### config.mk
export PLATFORM = sky130hd
export DESIGN_NAME = unidade_busca
export DESIGN_NICKNAME = d
export VERILOG_FILES = /design/src/rtl/unidade_busca.sv
export SDC_FILE = /design/constraint.sdc
export NUM_CORES = 1
export LEC_CHECK = 0
export CELL_PAD_IN_SITES_DETAIL_PLACEMENT = 0
export CELL_PAD_IN_SITES_GLOBAL_PLACEMENT = 1
export CORE_UTILIZATION = 33
export CTS_CLUSTER_SIZE = 16
export DETAILED_ROUTE_END_ITERATION = 8
export PLACE_DENSITY_LB_ADDON = 0.1
export SLEW_MARGIN = 20
export SYNTH_ARGS = -nofsm -noshare
export SYNTH_HDL_FRONTEND = slang
export SYNTH_SLANG_ARGS = --single-unit
### constraint.sdc
create_clock -name clk -period 3.09 [get_ports clk]
set_clock_uncertainty 0.15 [all_clocks]
set_input_delay 0.618 -clock clk [delete_from_list [all_inputs] [get_ports clk]]
set_output_delay 0.618 -clock clk [all_outputs]
set_load 0.01 [all_outputs]
### src/rtl/unidade_busca.sv
// Instruction-fetch stage: owns the PC, fetches 16-bit words over a req/ack
// handshake, presents Opcode/Funct to the control unit and computes NextPC.
module unidade_busca #(
    parameter int                     PC_WIDTH = 8,
    parameter logic [PC_WIDTH-1:0]    RESET_PC = '0,
    parameter int                     TIMEOUT  = 16
) (
    input  logic                clk,
    input  logic                rst_n,
    output logic                IMemReq,
    output logic [PC_WIDTH-1:0] IMemAddr,
    input  logic                IMemAck,
    input  logic [15:0]         IMemData,
    output logic [1:0]          Opcode,
    output logic [2:0]          Funct,
    output logic [15:0]         Instr,
    output logic                InstrValid,
    input  logic                PCWrite,
    input  logic                Jump,
    input  logic                Cond,
    input  logic [1:0]          JumpValue,
    input  logic                Zero,
    input  logic [PC_WIDTH-1:0] RegJumpAddr,
    output logic [PC_WIDTH-1:0] PC,
    output logic [PC_WIDTH-1:0] PCPlus1,
    output logic                Halted,
    output logic                Fault
);

    localparam int CNT_W = $clog2(TIMEOUT + 1);

    typedef enum logic [2:0] {
        S_FETCH,
        S_WAIT,
        S_EXEC,
        S_HALT,
        S_FAULT
    } state_t;

    state_t              state_q, state_d;
    logic [PC_WIDTH-1:0] pc_q, pc_d;
    logic [15:0]         instr_q, instr_d;
    logic [CNT_W-1:0]    cnt_q, cnt_d;
    logic                halted_q, halted_d;
    logic                fault_q, fault_d;

    // Target arithmetic; everything wraps modulo 2^PC_WIDTH.
    logic [PC_WIDTH+7:0] sext_w, zext_w;
    logic [PC_WIDTH-1:0] simm, zimm, pc_plus1, pc_branch, next_pc;

    assign sext_w    = {{PC_WIDTH{instr_q[7]}}, instr_q[7:0]};
    assign zext_w    = {{PC_WIDTH{1'b0}}, instr_q[7:0]};
    assign simm      = sext_w[PC_WIDTH-1:0];
    assign zimm      = zext_w[PC_WIDTH-1:0];
    assign pc_plus1  = pc_q + PC_WIDTH'(1);
    assign pc_branch = pc_plus1 + simm;

    // Next-PC select: Jump outranks the conditional branch.
    always_comb begin
        next_pc = pc_plus1;
        if (Jump) begin
            case (JumpValue)
                2'b00:   next_pc = pc_branch;
                2'b01:   next_pc = RegJumpAddr;
                2'b10:   next_pc = zimm;
                default: next_pc = pc_plus1;
            endcase
        end else if (Cond && Zero) begin
            next_pc = pc_branch;
        end
    end

    // Fetch/execute sequencing, wait-timeout counting and sticky status.
    always_comb begin
        state_d  = state_q;
        pc_d     = pc_q;
        instr_d  = instr_q;
        cnt_d    = cnt_q;
        halted_d = halted_q;
        fault_d  = fault_q;
        case (state_q)
            S_FETCH: begin
                if (IMemAck) begin
                    instr_d = IMemData;
                    state_d = S_EXEC;
                end else begin
                    cnt_d   = CNT_W'(1);
                    state_d = S_WAIT;
                end
            end
            S_WAIT: begin
                // An ack on the threshold cycle still completes the fetch.
                if (IMemAck) begin
                    instr_d = IMemData;
                    cnt_d   = '0;
                    state_d = S_EXEC;
                end else if (cnt_q == CNT_W'(TIMEOUT - 1)) begin
                    fault_d = 1'b1;
                    state_d = S_FAULT;
                end else begin
                    cnt_d = cnt_q + CNT_W'(1);
                end
            end
            S_EXEC: begin
                if (!PCWrite) begin
                    halted_d = 1'b1;
                    state_d  = S_HALT;
                end else begin
                    pc_d    = next_pc;
                    state_d = S_FETCH;
                end
            end
            default: ;  // HALT and FAULT hold everything until reset
        endcase
    end

    // State registers with synchronous active-low reset.
    always_ff @(posedge clk) begin
        if (!rst_n) begin
            state_q  <= S_FETCH;
            pc_q     <= RESET_PC;
            instr_q  <= '0;
            cnt_q    <= '0;
            halted_q <= 1'b0;
            fault_q  <= 1'b0;
        end else begin
            state_q  <= state_d;
            pc_q     <= pc_d;
            instr_q  <= instr_d;
            cnt_q    <= cnt_d;
            halted_q <= halted_d;
            fault_q  <= fault_d;
        end
    end

    // Request and valid are qualified by rst_n so both read 0 while reset is
    // held, even though the state register already sits in FETCH.
    assign IMemReq    = rst_n && (state_q == S_FETCH || state_q == S_WAIT);
    assign InstrValid = rst_n && (state_q == S_EXEC);
    assign IMemAddr   = pc_q;
    assign PC         = pc_q;
    assign PCPlus1    = pc_plus1;
    assign Instr      = instr_q;
    assign Opcode     = instr_q[15:14];
    assign Funct      = instr_q[13:11];
    assign Halted     = halted_q;
    assign Fault      = fault_q;

endmodule
# ---- Word-level counts from Yosys, hierarchy flattened
# Cells that the tools add are included.
dict set report totals {
  regBits 34
  inputBits 33
  out_inout_bits 49
  elab_cells 46
}
dict set report classes {
  n_addsub 3
  n_eq_ne 8
  muxes 12
  n_bitwise 2
  reduce_logical 15
}
# cell n
set ops {}
lappend ops {{one-hot mux 8 bit (3 select lines)} 1}
lappend ops {{two-way mux 8 bit} 2}
lappend ops {{two-way mux 5 bit} 3}
lappend ops {{one-hot mux 5 bit (2 select lines)} 1}
lappend ops {{one-hot mux 3 bit (3 select lines)} 1}
lappend ops {{adder 8 x 1 -> 8 bit (second input constant)} 1}
lappend ops {{adder 8 bit} 1}
lappend ops {{AND reduction 2 bit} 4}
lappend ops {{two-way mux 3 bit} 2}
lappend ops {{!= test 3 bit (second input constant)} 2}
lappend ops {{AND reduction 3 bit} 2}
lappend ops {{adder 5 x 1 -> 5 bit (second input constant)} 1}
lappend ops {{equality test 5 x 4 -> 1 bit (second input constant)} 1}
lappend ops {{two-way mux 2 bit} 2}
lappend ops {{equality test 3 x 1 -> 1 bit (second input constant)} 1}
lappend ops {{equality test 3 x 2 -> 1 bit (second input constant)} 1}
lappend ops {{logical AND 1 bit} 3}
lappend ops {{logical NOT 3 bit} 1}
lappend ops {{nonzero test 3 bit} 1}
lappend ops {{equality test 2 x 1 -> 1 bit (second input constant)} 1}
lappend ops {{equality test 2 bit (second input constant)} 1}
lappend ops {{logical NOT 2 bit} 1}
lappend ops {{!= test 2 bit (second input constant)} 1}
lappend ops {{inverter 1 bit} 2}
lappend ops {{other kinds (3)} 3}

# ---- Logic depth before layout (Yosys ltp)
dict set report depth {
  ltp_word 4
  mapped_depth 13
  ltp_nobuf 12
}

# ---- Least setup slack after synthesis
# OpenSTA, ideal clock, no wires.
dict set report synth_path {
  path_type {reg2reg}
  from {register pc_q[0] (netlist: IMemAddr[0])}
  to {register pc_q[5] (netlist: IMemAddr[5])}
  setup_ps 117
  t_arrival_ps 2806
  required_ps 2823
  setup_slack_ps 17
  stages_incl_launch_ff 11
  n_path_buf 0
  period_less_slack_ps 3073
  cell_sequence {dfxtp_1 > ha_1 > nand3_1 > xnor2_1 > ha_1 > and2_4 > a221o_1 > or3_1 > a21oi_1 > o41ai_1 > a22o_1}
}
dict set report synth_between {
  elab_chain_cells 4
  elab_cells_between_ends 5
  classes_between {add/sub (2); mux (3)}
}
# item line
set synth_lines {}
lappend synth_lines {{from (decl)} 41} ;# logic [PC_WIDTH-1:0] pc_q, pc_d;
lappend synth_lines {{from (signal assigned)} 128} ;# pc_q <= pc_d;
lappend synth_lines {{adder 8 x 1 -> 8 bit (*)} 55} ;# assign pc_plus1 = pc_q + PC_WIDTH'(1);
lappend synth_lines {{named net PCPlus1[4]} 25} ;# output logic [PC_WIDTH-1:0] PCPlus1,
lappend synth_lines {{adder 8 bit (*)} 56} ;# assign pc_branch = pc_plus1 + simm;
lappend synth_lines {{one-hot mux 8 bit (3 select lines) or two-way mux 8 bit (tied branches)} {62, 68}}
lappend synth_lines {{two-way mux 8 bit (*)} 61} ;# if (Jump) begin
# Mark *: on every way through the listed nets, which the timed path passes. The rest lies on a longest branch.
# A chain may end at the register's enable or synchronous reset.

# ---- Worst setup path in the final report
dict set report layout_path {
  from {register pc_q[0] (netlist: IMemAddr[0])}
  to {output PCPlus1[7]}
}
dict set report layout_between {
  elab_chain_cells 1
}
# item line
set layout_lines {}
lappend layout_lines {{adder 8 x 1 -> 8 bit} 55}
lappend layout_lines {{to (decl)} 25}
# No other way between the ends.

==> metrics.md <==
| Metric | Value |
|---|---|
| Outcome | completed |
| Vias in the first global route | 2198 |
| Area grow syn2layout | 39.7% |
| FILL cells | 691 |
| Reg2reg start | IMemAddr[2]$_SDFFE_PN0P_ |
| Chip width | 87.6 microns |
| Vias | 2399 |
| Fin crit share | 93.3% |
| DP Cell Count | 474 |
| WP data arrival | 2.11 ns |
| CTS Buffer Depth | 2 |
| Maximum VDD drop | 0.000168 V |
| Max cap viols | 0 |
| Slew margin rel. | 58.6% |
| WHS Path Cells | 2 |
| Clk root buf | clkbuf_8 |
| GRT Resource Usage Total | 18.9% |
| Reg2reg end | IMemAddr[7]$_SDFFE_PN0P_ |
| WL final | 7030 microns |
| Minimum clock period | 2.88 ns |
| Avg Vias per Cell | 4.99 |
| Largest net degree at the start of global routing | 24 |
| Seq/Total Area, Yosys | 28.2% |
| Num ports | 82 |
| Clk_lat worst skew | 0.28 ns |
| RSZ-0062 raised after global routing | no |
| Die extent in y | 87.6 microns |
| Post-Layout Cell Count | 481 |
| First-pass GRT wire length | 11100 microns |
| Die area | 7670 sq um |
| PostCTS Resize Cnt | 0 |
| Initial Util | 34.8% |
| Leak pwr | 1.32 nW |
| Clock sinks | 34 |
| FMAX | 0.347 GHz |
| Fin. Hold Viols | 0 |
| Setup Viol. Count Final | 0 |
| Crit-path cells | buf_4, nand2_2, or4_4, nand2_1, clkdlybuf4s50_1 |
| Yosys cell types | 56 |
| Delay of the slowest critical-path stage | 0.56 ns |
| CTS clk-pin slew, worst paths | 0.07 ns |
| Reg2reg setup slack | 0.26 ns |
| Placer Congestion | 0.935 |
| DRT antenna net count | 0 |
| Drt pass-1 iters | 4 |
| GRT Residual Overflow | 0 |
| CP max-delay cell | or4_4 |
| Cell area after synthesis | 2420 sq um |
| Initial antenna violation count | 0 |
| Post-CTS Setup Repair Bufs | 0 |
| Crit-path max FO | 9 |
| Pre-CTS WS | 0.266 ns |
| Cells after Synth | 312 |
| Most frequent cells in the layout | 81 x clkdlybuf4s50_1, 58 x nand2_1, 34 x dfxtp_1 |
| Final net count | 430 |
| PnR Total Power | 1.11 mW |
| Worst Setup Path Type | flop to output pin |
| CP required | 2.32 ns |
| Diodes inserted | 0 |
| Yosys reg bits | 34 |
| Avg Inst Size Synth | 7.74 sq um |
| CTS H-tree depth | 2 |
| Pwr Density | 327 nW/um^2 |
| Worst-Margin Slew | 0.619 ns |
| Post-synth ARST share | 0% |
| Setup crit start kind | flop |
| Worst Slack Setup Final | 0.207 ns |
| # rows | 30 |
| PortBufs | 81 |
| Hold-fix buffers, CTS | 0 |
| Wirelength per Cell | 14.6 microns |
| 1st-iter DRT viols | 108 |
| Worst Hold Class | flop to flop |
| Hold Crit Start | Instr[9]$_SDFFE_PN0P_ |
| WHS Endpoint | Instr[9]$_SDFFE_PN0P_ |
| Setup TNS | 0 ns |
| Primary FF master, synth | dfxtp_1 |
| Hpwl dp | 5370 microns |
| Final Max Tran Viols | 0 |
| Area contributors post-synth | dfxtp_1 28%, nand2_1 9.0%, ha_1 5.7%, a21boi_0 5.6%, buf_4 4.0% |
| Synth Net Count | 357 |
| CTS tree | done |
| # DRC | 0 |
| Post-synth EDFFs | 0 |
| Layout cell share with drive strength beyond 1 | 9.09% |
| Post-synth top area share | 28.2% |
| Leading area contributor after synthesis | dfxtp_1 |
| Yosys warning total | 0 |
| Cell depth of the worst flop-to-flop path | 10 |
| Num CTS Buffers | 5 |
| CORE AREA | 6940 sq um |
| Fin util | 48.6% |
| CP Capture Type | output pin |
| Commonest non-fill, non-tap cell in the layout | clkdlybuf4s50_1 |
-- cell usage after synthesis (4+ instances only) --
master    instances
o21ai_0           8
and3_1            5
buf_4            13
o21a_1            6
o211ai_1          7
ha_1             11
nor3_1            5
a21oi_1          16
xor2_1            5
a31oi_1           4
clkbuf_1         13
xnor2_1           4
mux4_2            4
nand3_1          13
nor2b_1           5
a21boi_0         18
dfxtp_1          34
inv_1            11
nand2_1          58
nor2_1           18
-- metrics by stage --
stage / hold WS (ns) / area, sq um
after global routing: 0.332 / 3370
after detailed placement: 0.307 / 3300
after floorplan: 0.322 / 2420
after CTS: 0.316 / 3370
final: 0.313 / 3370
after global placement: 0.300 / 3300
-- state kept, by name, summed over array words and instances (netlist names) --
signal	count
IMemAddr	8
cnt_q	5
Fault	1
state_q	3
Instr	16
Halted	1
-- worst max-delay path by stage --
stage                                         from                       end  slack, ns  depth (start not counted)
after global placement                       rst_n                InstrValid       0.31                          3
after global routing      IMemAddr[2]$_SDFFE_PN0P_  IMemAddr[7]$_SDFFE_PN0P_       0.03                         10
after floorplan           IMemAddr[0]$_SDFFE_PN0P_  IMemAddr[5]$_SDFFE_PN0P_       0.02                         10
after CTS                 IMemAddr[0]$_SDFFE_PN0P_                PCPlus1[7]       0.19                          5
after detailed placement  IMemAddr[0]$_SDFFE_PN0P_  IMemAddr[7]$_SDFFE_PN0P_       0.27                         11
final                     IMemAddr[0]$_SDFFE_PN0P_                PCPlus1[7]       0.21                          5
-- cell type report --
type	count	area [sq um]	share of cell area (%)
clock inverters	2	10.0	0.297
clock buffers	5	68.8	2.04
well taps	96	120	3.56
flip-flops and latches	34	681	20.2
multi-input cells	236	1530	45.2
inverters	12	45.0	1.33
repair buffers	96	923	27.4
-- cell families after synthesis --
logic type	synth area share, %
AND/OR/NAND/NOR	24.7
AO/OA/AOI/OAI	24.6
buffers and inverters	8.65
flip-flops	28.2
adder cells (fa/ha/maj)	6.53
XOR/XNOR	3.26
multiplexers	4.14
-- worst max-delay path, delay by kind of cell (launching register included) --
family | cells | cell delay (ns)
buffers and inverters | 2 | 0.72
flip-flops | 1 | 0.34
AND/OR/NAND/NOR | 3 | 0.78
-- per-layer routing --
metal	share of wire [%]	global-route usage [%]	wire (microns)
met5	0	0	0
met4	0.41	3.13	29
met3	6.8	4.71	479
met2	45	30.3	3130
met1	48	26.1	3390
-- power breakdown --
group | internal [mW] | leakage, nW | switching [mW] | total [mW]
Clock | 0.151 | 0.0438 | 0.162 | 0.313
Combinational | 0.163 | 0.995 | 0.142 | 0.305
Sequential | 0.460 | 0.278 | 0.0273 | 0.488
Total | 0.774 | 1.32 | 0.331 | 1.11
No activity file was read; power rests on OpenSTA's default activity.
